**src/rtl/gpr_check_seq.sv**
```systemverilog
// Run-and-check sequencer: resets the CPU, runs it until halt/limit/watchdog,
// then scans the GPR file against an expected ROM. Watchdog: GPRCHK_WATCHDOG_EN.
module gpr_check_seq #(
    parameter int DATA_W       = 32,
    parameter int NREGS        = 32,
    parameter int AW           = 5,
    parameter int MAX_STEPS    = 100,
    parameter int STEP_TIMEOUT = 10,
    parameter int RST_CYCLES   = 2
) (
    input  logic                             clk,
    input  logic                             rst,
    input  logic                             start,
    input  logic                             retire,
    input  logic                             halt,
    output logic                             cpu_hold,
    output logic [AW-1:0]                    reg_raddr,
    input  logic [DATA_W-1:0]                reg_rdata,
    output logic [AW-1:0]                    exp_addr,
    input  logic [DATA_W-1:0]                exp_data,
    output logic                             busy,
    output logic                             done,
    output logic                             pass,
    output logic                             timeout,
    output logic [$clog2(MAX_STEPS+1)-1:0]   steps,
    output logic [$clog2(NREGS+1)-1:0]       mismatch_cnt,
    output logic [AW-1:0]                    first_bad
);

    localparam int SW = $clog2(MAX_STEPS+1);
    localparam int MW = $clog2(NREGS+1);
    localparam int HW = (RST_CYCLES > 1) ? $clog2(RST_CYCLES) : 1;
    localparam int CW = AW + 1;

    localparam logic [2:0] S_IDLE = 3'd0;
    localparam logic [2:0] S_HOLD = 3'd1;
    localparam logic [2:0] S_RUN  = 3'd2;
    localparam logic [2:0] S_SCAN = 3'd3;
    localparam logic [2:0] S_DONE = 3'd4;

    if (NREGS > (1 << AW)) begin : g_bad_nregs
        $error("NREGS does not fit in AW address bits");
    end
    if (RST_CYCLES < 1 || STEP_TIMEOUT < 1) begin : g_bad_cycles
        $error("RST_CYCLES and STEP_TIMEOUT must be at least 1");
    end

    logic [2:0]    state;
    logic [HW-1:0] hold_cnt;
    logic [CW-1:0] scan_cnt;
    logic          to_q;
    logic          wd_fire;
    logic          launch;
    logic          at_max;
    logic          run_exit;
    logic          cmp_valid;
    logic          miss;
    logic [SW-1:0] steps_inc;
    logic [MW-1:0] mm_nxt;
    logic [AW-1:0] cmp_idx;

    assign exp_addr = reg_raddr;
    assign timeout  = to_q;

    always_comb begin
        launch    = (state == S_IDLE || state == S_DONE) && start;
        steps_inc = steps + SW'(1);
        at_max    = retire && (steps_inc == SW'(MAX_STEPS));
        run_exit  = halt || at_max || wd_fire;
        cmp_valid = (state == S_SCAN) && (scan_cnt != '0);
        miss      = cmp_valid && (reg_rdata != exp_data);
        mm_nxt    = mismatch_cnt + {{(MW-1){1'b0}}, miss};
        cmp_idx   = AW'(scan_cnt - CW'(1));
    end

`ifdef GPRCHK_WATCHDOG_EN
    localparam int TW = $clog2(STEP_TIMEOUT+1);

    logic [TW-1:0] wd_cnt;

    assign wd_fire = (state == S_RUN) && !retire &&
                     (wd_cnt == TW'(STEP_TIMEOUT-1));

    // Counts consecutive RUN cycles without a retire.
    always_ff @(posedge clk or negedge rst) begin
        if (!rst) begin
            wd_cnt <= '0;
            to_q   <= 1'b0;
        end else begin
            if (launch)
                to_q <= 1'b0;
            if (state != S_RUN || retire)
                wd_cnt <= '0;
            else if (wd_fire)
                to_q <= 1'b1;
            else
                wd_cnt <= wd_cnt + TW'(1);
        end
    end
`else
    assign wd_fire = 1'b0;
    assign to_q    = 1'b0;
`endif

    always_ff @(posedge clk or negedge rst) begin
        if (!rst) begin
            state        <= S_IDLE;
            hold_cnt     <= '0;
            scan_cnt     <= '0;
            cpu_hold     <= 1'b1;
            reg_raddr    <= '0;
            busy         <= 1'b0;
            done         <= 1'b0;
            pass         <= 1'b0;
            steps        <= '0;
            mismatch_cnt <= '0;
            first_bad    <= '0;
        end else begin
            case (state)
                S_IDLE, S_DONE: begin
                    if (start) begin
                        state        <= S_HOLD;
                        hold_cnt     <= '0;
                        cpu_hold     <= 1'b1;
                        reg_raddr    <= '0;
                        busy         <= 1'b1;
                        done         <= 1'b0;
                        pass         <= 1'b0;
                        steps        <= '0;
                        mismatch_cnt <= '0;
                        first_bad    <= '0;
                    end
                end
                S_HOLD: begin
                    if (hold_cnt == HW'(RST_CYCLES-1)) begin
                        state    <= S_RUN;
                        cpu_hold <= 1'b0;
                    end else begin
                        hold_cnt <= hold_cnt + HW'(1);
                    end
                end
                S_RUN: begin
                    if (retire)
                        steps <= steps_inc;
                    if (run_exit) begin
                        state     <= S_SCAN;
                        cpu_hold  <= 1'b1;
                        reg_raddr <= '0;
                        scan_cnt  <= '0;
                    end
                end
                S_SCAN: begin
                    // Address k is issued at scan_cnt k, compared at k+1.
                    scan_cnt <= scan_cnt + CW'(1);
                    if (scan_cnt < CW'(NREGS-1))
                        reg_raddr <= reg_raddr + AW'(1);
                    if (miss) begin
                        mismatch_cnt <= mm_nxt;
                        if (mismatch_cnt == '0)
                            first_bad <= cmp_idx;
                    end
                    if (scan_cnt == CW'(NREGS)) begin
                        state <= S_DONE;
                        busy  <= 1'b0;
                        done  <= 1'b1;
                        pass  <= (mm_nxt == '0) && !to_q;
                    end
                end
                default: begin
                    state    <= S_IDLE;
                    cpu_hold <= 1'b1;
                    busy     <= 1'b0;
                end
            endcase
        end
    end

endmodule

```
**config.mk**
```make
export PLATFORM = sky130hd
export DESIGN_NAME = gpr_check_seq
export DESIGN_NICKNAME = d
export VERILOG_FILES = /design/src/rtl/gpr_check_seq.sv
export SDC_FILE = /design/constraint.sdc
export NUM_CORES = 1
export LEC_CHECK = 0
export ABC_AREA = 1
export CAP_MARGIN = 40
export CORE_MARGIN = 5
export CORE_UTILIZATION = 44
export DETAILED_ROUTE_END_ITERATION = 8
export GPL_TIMING_DRIVEN = 0
export PLACE_DENSITY = 0.81
export SYNTH_ARGS = -nofsm -noshare
export SYNTH_HDL_FRONTEND = slang
export SYNTH_SLANG_ARGS = --single-unit
```
**constraint.sdc**
```tcl
create_clock -name clk -period 2.6 [get_ports clk]
set_input_delay 0.52 -clock clk [delete_from_list [all_inputs] [get_ports clk]]
set_output_delay 0.52 -clock clk [all_outputs]
set_load 0.03 [all_outputs]
```
==> results.txt <==
Post-synth top area share - 34.3%
# port buffers - 100
Layout cells sized above 1 - 12.0%
Number of hold-repair buffers added at the cts stage - 0
Overall track demand over capacity in global routing - 18.7%
Slew Limit Fails - 0
Multi-input gate area - 1470 um^2
Maximum fanout along the worst path - 4
Number of nets with antenna violations after routing - 0
Sum Neg Setup Slack - 0 ps
Clock transition at the register clock pins on the worst setup and hold paths after CTS - 80 ps
Via Count - 2,643
Area added between synthesis and finish - 50.5%
Cell variety after synth - 33
Period minus WS final - 2490 ps
Critical path class - in -> reg
Internal power component - 1690 uW
Total standard cell area after synthesis - 2630 um^2
Dominant register cell in the synthesized netlist - dfrtp_1
Largest cells by area after synthesis - dfrtp_1 (34%), nand2_1 (16%), xnor2_1 (7.7%)
Sequential cell area - 927 um^2
Avg Cell Area, Syn - 7.22 um^2
Final nets - 550
IO Count - 102
Final Skew - 12.3 ps
Antenna violations before repair - 0
Area of the die - 7620 um^2
Combinational group share of total power - 55.1%
Vias per inst - 4.81
Clock Sink Count - 37
Endpoint arrival time on the critical path - 2710 ps
Max clock buf depth - 2
Critical path launch point type - input port
Post-synthesis sequential area ratio - 35.3%
Worst endpoint required time - 2820 ps
Grt total ovfl - 0
Number of hold violations in the final report - 0
Routability Congestion - 0.884
Fillers - 474
Fraction of power spent switching nets - 44.9%
Power spent charging and discharging nets - 1380 uW
Reported leakage power - 0.00198 uW
Clock Tree Root - clkbuf_8
Power per standard cell area - 776 nW/um^2
Number of design-rule violations left by the first detailed-router iteration - 178
DRC violations left - 0
Tightest Hold Check Type - in -> async
Worst IR Drop VDD - 0.489 mV
Max-cap violation count - 0
Crit share post-route - 95.8%
Overall routed net length - 7020 um
Worst path setup slack after routing - 108 ps
Final Hold Slack - 167 ps
Run status - complete, no violations
Mean routed wirelength per cell - 12.8 um
Share of flip-flops with an asynchronous set or reset after synthesis - 100%
Antenna diode count - 0
Detailed Routing Iterations Pass 1 - 4
Seq pwr share - 30.3%
Crit. End Element - flop
Worst slack, placed - -337 ps
Post-Syn Instances - 364
Area of the core - 5850 um^2
Number of register bits inferred by synthesis - 37
CTS buffer count - 5
CTS tree - done
Top-count cell post-synth - nand2_1
Via count of the first global-routing pass - 2,613
Number of failing setup endpoints in the final timing report - 0
Power share of the clock group - 14.5%
Synthesized netlist net count - 440
Number of enable-type register cells in the synthesized netlist - 0
Insertion delay to the later sink of the worst-skew pair - 290 ps
DIE WIDTH - 87.3 um
Effective utilization at floorplan - 44.9%
H-Tree Depth - 2
Largest net degree at the start of global routing - 21
Global-route wire length before repair - 11,400 um
F_max - 0.401 GHz
Height of the chip - 87.3 um
Overall power of the completed layout - 3070 uW
Most area-hungry cell type in the Yosys netlist - dfrtp_1
Top cells by instance count after synthesis - nand2_1 (112), inv_1 (43), dfrtp_1 (36)
Final core occ - 67.6%
YS warnings - 0
Post-detail-place hpwl - 5690 um
Placement Rows - 28
## state kept, by name, indices dropped and copies added (netlist names)
signal,count
busy,1
cpu_hold,1
done,1
exp_addr,5
first_bad,5
hold_cnt,1
mismatch_cnt,6
pass,1
scan_cnt,6
state,3
steps,7
## critical path, cell delays in order
cell,delay (ps)
clkdlybuf4s50_1,470
xnor2_1,120
nand2_1,70
nor2_1,110
nand2_1,60
nor2_1,120
nand2_1,90
nand2_2,100
inv_4,50
ha_4,160
ha_4,170
xor2_4,150
nor4_2,290
nand4_1,130
o21ai_1,90
## logic make-up after synthesis
group / share of synthesized area, %
AO/OA/AOI/OAI: 7.19
XOR/XNOR: 11.0
adder cells (fa/ha/maj): 3.33
buffers and inverters: 10.9
flip-flops: 35.3
other: 0.143
AND/OR/NAND/NOR: 32.2
## stage by stage
step | cell area (um^2) | std cells
floorplan | 2630 | 364
global placement | 3720 | 539
detailed placement | 3750 | 540
CTS | 3860 | 549
global route | 3960 | 550
finish | 3960 | 550
## layout by cell type, fill, tap and decap left out, types with 2 or more instances in the layout
cell type and n:
nor2_1 26, nand3_1 32, o21ai_1 5, clkbuf_8 7, buf_2 2, o22ai_2 2
nand2_1 112, a21oi_2 2, nand2_2 5, ha_1 5, nand4_1 4, inv_2 8
nor2_4 2, inv_1 42, nor2_2 2, buf_4 8, a21oi_1 7, o21ai_0 7
o21ai_2 3, clkdlybuf4s50_1 83, dfrtp_1 36, ha_4 2, xor2_1 9, buf_6 4
nor3_1 6, xnor2_1 23, dlymetal6s2s_1 16
## final timing paths
check,start,end,slack (ps),cells after the start
max in group asynchronous,rst,cpu_hold,1900,2
min,rst,steps[2],170,1
min in group clk,cpu_hold,cpu_hold,470,2
max,exp_data[14],pass,110,15
max reg2reg,scan_cnt[0],pass,230,15
min reg2reg,cpu_hold,cpu_hold,470,2
## final cells by class
type / instances / share of cell area, %
Multi-Input combinational cell: 265 / 37.0
Timing Repair Buffer: 103 / 27.3
Sequential cell: 37 / 23.4
Inverter: 51 / 4.90
Clock buffer: 7 / 2.44
Buffer: 11 / 2.40
Tap cell: 75 / 2.37
Clock inverter: 1 / 0.127
## power by group through the flow
stage | combinational (uW) | clock [uW] | sequential [uW]
floorplan | 913 | 0 | 1090
global placement | 1600 | 0 | 920
detailed placement | 1650 | 0 | 929
CTS | 1660 | 458 | 922
global route | 1870 | 479 | 960
finish | 1690 | 446 | 931
## metal layers
layer | wire length [um] | vias to the layer above | track usage (%)
met3 | 257 | 8 | 3.60
met5 | 0 | - | 0
met1 | 2720 | 1233 | 22.1
met4 | 87 | 0 | 4.74
li1 | - | 1354 | -
met2 | 3950 | 48 | 34.5
## timing repair
action / in CTS / in global routing
resized for setup: 1 / 25
buffers inserted: 1 / 1
pin swaps: 3 / 22
endpoints found under the setup margin: 1 / 2
Power figures use the tool's default switching activity.
